==> src/rtl/birukee_pkg.sv <==
// Shared definitions for the birukee systolic input loader.
package birukee_pkg;

    localparam int IN_WIDTH      = 16;
    localparam int MAX_SLICE_NUM = 4;
    localparam int BUNDLE_W      = IN_WIDTH * MAX_SLICE_NUM;

    // 64-bit beats on the DMA read channel
    localparam logic [2:0] DMA_SIZE = 3'b011;

    typedef enum logic [2:0] {
        ST_IDLE,
        ST_REQ,
        ST_DATA,
        ST_DRAIN,
        ST_DONE
    } load_state_t;

    typedef struct packed {
        logic [31:0] index;
        logic [31:0] length;
        logic [2:0]  size;
    } dma_req_t;

    typedef struct packed {
        logic [BUNDLE_W-1:0] north;
        logic [BUNDLE_W-1:0] west;
    } pair_t;

endpackage

==> src/rtl/birukee_input_loader.sv <==
// Fetches num_pairs north/west bundle pairs over one DMA read and presents them to the tile.
// Latency: request one cycle after start; a pair is valid the cycle after its west beat is taken.
// Backpressure: one north beat is buffered; west beats stall while an unaccepted pair is held.
module birukee_input_loader #(
    parameter int IN_WIDTH      = birukee_pkg::IN_WIDTH,
    parameter int MAX_SLICE_NUM = birukee_pkg::MAX_SLICE_NUM
) (
    input  logic                              clk,
    input  logic                              rst,
    input  logic                              start,
    input  logic [31:0]                       base_index,
    input  logic [31:0]                       num_pairs,
    output logic                              dma_read_ctrl_valid,
    input  logic                              dma_read_ctrl_ready,
    output logic [31:0]                       dma_read_ctrl_data_index,
    output logic [31:0]                       dma_read_ctrl_data_length,
    output logic [2:0]                        dma_read_ctrl_data_size,
    input  logic                              dma_read_chnl_valid,
    output logic                              dma_read_chnl_ready,
    input  logic [63:0]                       dma_read_chnl_data,
    output logic                              out_valid,
    input  logic                              out_ready,
    output logic [IN_WIDTH*MAX_SLICE_NUM-1:0] out_north_bundle,
    output logic [IN_WIDTH*MAX_SLICE_NUM-1:0] out_west_bundle,
    output logic                              busy,
    output logic                              load_done
);
    import birukee_pkg::*;

    load_state_t   state;
    dma_req_t      req_q;
    logic          req_vld_q;
    pair_t         pair_q;
    logic          out_vld_q;
    logic [BUNDLE_W-1:0] hold_q;
    logic          hold_full;
    logic [31:0]   total_beats;
    logic [31:0]   beat_cnt;
    logic          done_q;

    logic          beat_odd;
    logic          last_beat;
    logic          pair_fire;
    logic          chnl_rdy;
    logic          beat_acc;

    assign beat_odd  = beat_cnt[0];
    assign last_beat = (beat_cnt == total_beats - 32'd1);
    assign pair_fire = out_vld_q && out_ready;

    // West beats may refill the output register in the same cycle it drains.
    assign chnl_rdy = !rst && (state == ST_DATA) &&
                      (beat_odd ? (!out_vld_q || out_ready) : !hold_full);
    assign beat_acc = dma_read_chnl_valid && chnl_rdy;

    always_ff @(posedge clk) begin
        if (rst) begin
            state       <= ST_IDLE;
            req_q       <= '0;
            req_vld_q   <= 1'b0;
            pair_q      <= '0;
            out_vld_q   <= 1'b0;
            hold_q      <= '0;
            hold_full   <= 1'b0;
            total_beats <= '0;
            beat_cnt    <= '0;
            done_q      <= 1'b0;
        end else begin
            done_q <= 1'b0;

            if (pair_fire) begin
                out_vld_q <= 1'b0;
            end

            if (beat_acc) begin
                beat_cnt <= beat_cnt + 32'd1;
                if (!beat_odd) begin
                    hold_q    <= dma_read_chnl_data;
                    hold_full <= 1'b1;
                end else begin
                    pair_q.north <= hold_q;
                    pair_q.west  <= dma_read_chnl_data;
                    out_vld_q    <= 1'b1;
                    hold_full    <= 1'b0;
                end
            end

            case (state)
                ST_IDLE: begin
                    if (start) begin
                        beat_cnt  <= '0;
                        hold_full <= 1'b0;
                        if (num_pairs == 32'd0) begin
                            state <= ST_DONE;
                        end else begin
                            req_q       <= '{index: base_index, length: num_pairs << 1, size: DMA_SIZE};
                            req_vld_q   <= 1'b1;
                            total_beats <= num_pairs << 1;
                            state       <= ST_REQ;
                        end
                    end
                end
                ST_REQ: begin
                    if (dma_read_ctrl_ready) begin
                        req_vld_q <= 1'b0;
                        state     <= ST_DATA;
                    end
                end
                ST_DATA: begin
                    if (beat_acc && last_beat) begin
                        state <= ST_DRAIN;
                    end
                end
                ST_DRAIN: begin
                    if (!out_vld_q || out_ready) begin
                        state <= ST_DONE;
                    end
                end
                ST_DONE: begin
                    done_q <= 1'b1;
                    state  <= ST_IDLE;
                end
                default: state <= ST_IDLE;
            endcase
        end
    end

    assign dma_read_ctrl_valid       = req_vld_q;
    assign dma_read_ctrl_data_index  = req_q.index;
    assign dma_read_ctrl_data_length = req_q.length;
    assign dma_read_ctrl_data_size   = req_q.size;
    assign dma_read_chnl_ready       = chnl_rdy;
    assign out_valid                 = out_vld_q;
    assign out_north_bundle          = pair_q.north;
    assign out_west_bundle           = pair_q.west;
    assign busy                      = (state != ST_IDLE);
    assign load_done                 = done_q;

endmodule

==> config.mk <==
export PLATFORM = sky130hd
export DESIGN_NAME = birukee_input_loader
export DESIGN_NICKNAME = d
export VERILOG_FILES = /design/src/rtl/birukee_pkg.sv /design/src/rtl/birukee_input_loader.sv
export SDC_FILE = /design/constraint.sdc
export NUM_CORES = 1
export LEC_CHECK = 0
export CAP_MARGIN = 30
export CORE_ASPECT_RATIO = 0.6
export CORE_MARGIN = 1.5
export CORE_UTILIZATION = 25
export CTS_BUF_LIST = sky130_fd_sc_hd__clkbuf_4 sky130_fd_sc_hd__clkbuf_8
export CTS_CLUSTER_DIAMETER = 40
export DETAILED_ROUTE_END_ITERATION = 10
export PLACE_DENSITY = 0.55
export REMOVE_ABC_BUFFERS = 1
export SYNTH_ARGS = -nofsm -noshare
export SYNTH_HDL_FRONTEND = slang
export SYNTH_SLANG_ARGS = --single-unit
==> constraint.sdc <==
create_clock -name clk -period 3.4 [get_ports clk]
set_input_delay 0.51 -clock clk [delete_from_list [all_inputs] [get_ports clk]]
set_output_delay 0.51 -clock clk [all_outputs]
set_load 0.005 [all_outputs]
Yosys cells after proc, flatten, opt, wreduce, memory -nomap -nowiden --
Index checks and enable logic that the tools add are counted.
Storage, ports and cells: register bits after elaboration 295, logic and storage cells 66, bits of input ports 134
Cells by class: mux-type cells 22, add/sub/neg operators 2, bitwise logic cells 2, reductions and logical operators 18, eq/ne operators 10
Operators with widths (number):
- 32-bit two-way mux | 3
- 32-bit by 1-bit adder with 32-bit output, second input constant | 1
- 32-bit == test | 1
- 32-bit zero test | 1
- 32-bit by 1-bit subtractor with 32-bit output, second input constant | 1
- 3-bit two-way mux | 5
- 1-bit two-way mux | 12
- 3-bit one-hot mux with 4 select lines | 1
- 2-bit inequality test, second input constant | 4
- 4-bit AND reduction | 2
- 3-bit by 2-bit == test with 1-bit output, second input constant | 2
- 1-bit logical AND | 5
- 2-bit AND reduction | 2
- 3-bit by 1-bit == test with 1-bit output, second input constant | 1
- 3-bit == test, second input constant | 1
- 1-bit zero test | 3
- 3-bit zero test | 1
- 3-bit AND reduction | 1
- 3-bit nonzero test | 1
- 2-bit by 1-bit inequality test with 1-bit output, second input constant | 1
- 1-bit inverter | 2
- 1-bit one-hot mux with 2 select lines | 1
- 2-bit nonzero test | 1
- 1-bit logical OR | 1

Depth between registers and ports, before layout --
depth in word-level cells 8, depth in mapped cells 11

Worst setup path after synthesis --
No wires, ideal clock.
kind input-to-reg, from in rst, to reg pair_q (netlist bit out_north_bundle[12]), path slack 0.186 ns, arrival 3.087 ns, data required time 3.272 ns, buffers on the path 2, library setup time 0.128 ns, stages 8, cell sequence or4b_1 -> or4_1 -> inv_1 -> ha_1 -> clkbuf_1 -> clkbuf_1 -> mux2i_1 -> nor2_1
Between the ends: cells in the longest elaborated chain, start to end 5
Ends and longest elaborated chain:
- start, declared | line birukee_input_loader.sv:9 | input logic rst,
- 1-bit zero test | line birukee_input_loader.sv:52 | assign chnl_rdy = !rst && (state == ST_DATA) &&
- 1-bit logical AND (2 in series) | line birukee_input_loader.sv:52
- 1-bit logical AND | line birukee_input_loader.sv:54 | assign beat_acc = dma_read_chnl_valid && chnl_rdy;
- 2-bit AND reduction (no line)
- end, declared | line birukee_input_loader.sv:33 | pair_t pair_q;
Several ways; a longest one is shown, not always the timed one. A chain may end at the register's enable or synchronous reset.

Final worst setup path --
from reg total_beats[4], to reg state[2]
Between the ends: cells in the longest elaborated chain, start to end 5
Ends and longest elaborated chain:
- start, declared | line birukee_input_loader.sv:37 | logic [31:0] total_beats;
- start signal, assigned | line birukee_input_loader.sv:98 | total_beats <= num_pairs << 1;
- 32-bit by 1-bit subtractor with 32-bit output | line birukee_input_loader.sv:48 | assign last_beat = (beat_cnt == total_beats - 32'd1);
- 32-bit == test | line birukee_input_loader.sv:48
- 1-bit logical AND | line birukee_input_loader.sv:110 | if (beat_acc && last_beat) begin
- 2-bit by 1-bit inequality test with 1-bit output (no line)
- 4-bit AND reduction (no line)
- end signal, assigned | line birukee_input_loader.sv:58 | state <= ST_IDLE;
- end signal, assigned | line birukee_input_loader.sv:111 | state <= ST_DRAIN;
- end signal, assigned | line birukee_input_loader.sv:116 | state <= ST_DONE;
- end, declared | line birukee_input_loader.sv:30 | load_state_t state;
Every way passes these cells.

==> flow_metrics.tcl <==
set metrics [dict create \
    hold_violations 0 \
    max-slew-margin-rel_pct 42.10 \
    yosysTopAreaCell "dfxtp_1" \
    hold_class "in -> reg" \
    slew_viol_final 0 \
    path_clk_slew_ps 70 \
    met1_length_mm 17.38 \
    r2r_slack_ps 330 \
    synth.yosys.seq_area_share_pct 50.10 \
    fmax_mhz 325.6 \
    finalSetupViolCount 0 \
    ys_dominant_reg_cell "dfxtp_1" \
    antenna_found_initial 1 \
    cts_resized 0 \
    rsz0062_at_grt "no" \
    nets 1755 \
    track_usage_pct 14.54 \
    cp_max_fo 8 \
    syn_to_final_growth_pct 45.27 \
    fin_crit_sh_pct 90.32 \
    worst_r2r_path_depth 8 \
    power_density_nw_per_um2 485.5 \
    end_kind "flop" \
    clkLatencyLatePin_ps 620 \
    syn_area_um2 11790 \
    overflow 0 \
    wl_met2_mm 16.43 \
    grt_max_degree 188 \
    die_x_um 283.3 \
    period_needed_ps 3071 \
    dr.pass1.iters 5 \
    place_hpwl_mm 26.08 \
    io_buffers 331 \
    hold_depth 4 \
    hold_start "rst" \
    die_h_um 171.2 \
    grt_pass1_vias 9677 \
    fin_util_pct 36.90 \
    cts-htree-levels 2 \
    drc 0 \
    post_cts_buffers 0 \
    synthArstFlopShare_pct 0 \
    antenna_left 0 \
    fin_skew_ps 45.33 \
    fp-row-count 61 \
    yosysTopAreaCellShare_pct 50.10 \
    tritoncts "done" \
    met3_length_mm 2.016 \
    core_area_um2 46400 \
    max-cap-violations 0 \
    clock-root-buffer "clkbuf_8" \
    synth_warnings 0 \
    synthTopCellsByArea "dfxtp_1 50%, mux2i_1 16%, nor2_1 8.1%, nand2_1 4.7%, a21oi_1 3.2%" \
    synth_cells 1277 \
    r2r-start "total_beats[4]" \
    gp_congestion 0.8359 \
    fin_area_um2 17120 \
    clockBufferDepth 3 \
    worstMarginPinSlew_ps 868.4 \
    vias 10020 \
    drive_gt1_share_pct 8.585 \
    routed.top_layer "met4" \
    cp-startpoint "total_beats[4]" \
    initial_core_util_pct 25.40 \
    synth_enable_flop_cells 0 \
    cp-start-kind "flop" \
    synth_cell_types 56 \
    wl_per_cell_um 16.07 \
    status "finished clean" \
    die-area_um2 48500 \
    pin_count 334 \
    routed_wl_mm 36.72 \
    cp.required_ps 3920 \
    synth.avg_cell_area_um2 9.231 \
    cts_made_buffers 49 \
    cts_sinks 295 \
    finalPower_mw 8.313 \
    power.leakage_nw 5.925 \
    viasPerCell 4.386 \
    ir_worst_vdd_v 0.0002612 \
    crit_type "reg -> reg" \
    placed_cell_area_um2 16040 \
    arrival_ps 3590 \
    grt_pass1_wl_mm 55.99 \
    drt_iter0_markers 542 \
    synth_seq_cells 295 \
    placedCellCount 2196 \
    fin_cells 2285 \
    holdBufCountCts 0 \
]
## where the power goes
part / internal, mW / switching (mW)
Sequential: 3.56 / 0.0922
Clock: 1.98 / 1.51
Combinational: 0.570 / 0.604
Total: 6.11 / 2.20
## Yosys cell counts, drive strengths merged (3+ instances only)
master / instances
xnor2: 36
a311oi: 3
nor3: 17
and2: 4
mux2i: 194
dfxtp: 295
or3: 6
nand4: 12
and3: 8
or4: 3
o21ai: 9
xor2: 33
nor2: 253
inv: 10
buf: 14
ha: 4
nor4b: 3
nand2b: 4
nand4b: 6
nor4: 15
nand3: 19
nand2: 147
clkbuf: 68
a21oi: 76
o211ai: 3
## cell families (layout without fill, tap and decap cells)
logic type	after synthesis	in the layout	share of synthesized area, %
compound gates	113	113	5.732
other cells	1	3	0.03181
flops	295	295	50.10
simple gates	509	509	19.06
xor+xnor	69	69	5.127
fa+ha+maj	4	4	0.4246
buf+inv	92	468	3.046
mux	194	194	16.47
## layer usage
layer  GRT usage [%]  up-vias
li1                -     4987
met1           19.90     4766
met2           22.39      203
met3           3.687       66
met4           4.580        0
met5               0        -
## worst max-delay path, cell delays in order, from the launching register on
cell,delay [ps]
dfxtp_1,420
nor4_4,510
nand4_2,240
or3_1,450
a22o_1,260
a2111oi_2,290
nor4b_2,240
nand4b_1,200
a2111oi_2,380
## worst paths after layout
| check | end |
|---|---|
| worst max-delay path | state[2] |
| worst min-delay path | out_valid |
| worst max register to register | state[2] |
| worst min register to register | dma_read_ctrl_data_index[1] |
## placed cells by master (no fill, tap or decap), types with 3 or more instances in the layout
cell type        netlist  final
buf_12                 0     11
nor3_1                16     16
clkinv_2               0      5
mux2i_1              194    194
o211ai_1               3      3
clkdlybuf4s50_1        0    330
nand4b_1               6      6
or4_1                  3      3
nand4_1               11     11
and2_1                 4      4
a311oi_1               3      3
o21ai_0                9      9
dfxtp_1              295    295
nand2_1              147    147
and3_1                 8      8
buf_4                  3     28
clkbuf_4               0     18
xnor2_1               36     36
inv_1                 10     10
nand3_1               19     19
or3_1                  6      6
nor4_1                11     11
clkbuf_8               0     59
a21oi_1               76     76
bufinv_16              0      3
nand2b_1               4      4
nor2_1               253    252
xor2_1                33     33
## sequential cells by signal (all words and copies together) (netlist names)
signal,count
dma_read_ctrl_data_index,32
hold_full,1
state,3
dma_read_ctrl_data_size,1
out_valid,1
hold_q,64
beat_cnt,32
total_beats,31
load_done,1
out_west_bundle,64
dma_read_ctrl_valid,1
out_north_bundle,64
## cell type report
| type | count | area, um^2 |
|---|---|---|
| multi-input cells | 891 | 5559 |
| fillers | 4717 | 29280 |
| flip-flops and latches | 295 | 5906 |
| clock inverters | 12 | 150.1 |
| well taps | 630 | 788.3 |
| diodes | 1 | 2.502 |
| repair buffers | 370 | 3747 |
| inverters | 10 | 37.54 |
| clock buffers | 76 | 933.4 |
## through the flow
step	worst slack [ps]	TNS, ps	hold WS (ps)
floorplan	-3197	-475160	446.7
global placement	266.6	0	442.1
detailed placement	262.3	0	447.1
CTS	305.9	0	281.1
global route	92.32	0	309.8
finish	329.0	0	342.4
Note: power is estimated with default switching activity, not from simulation.
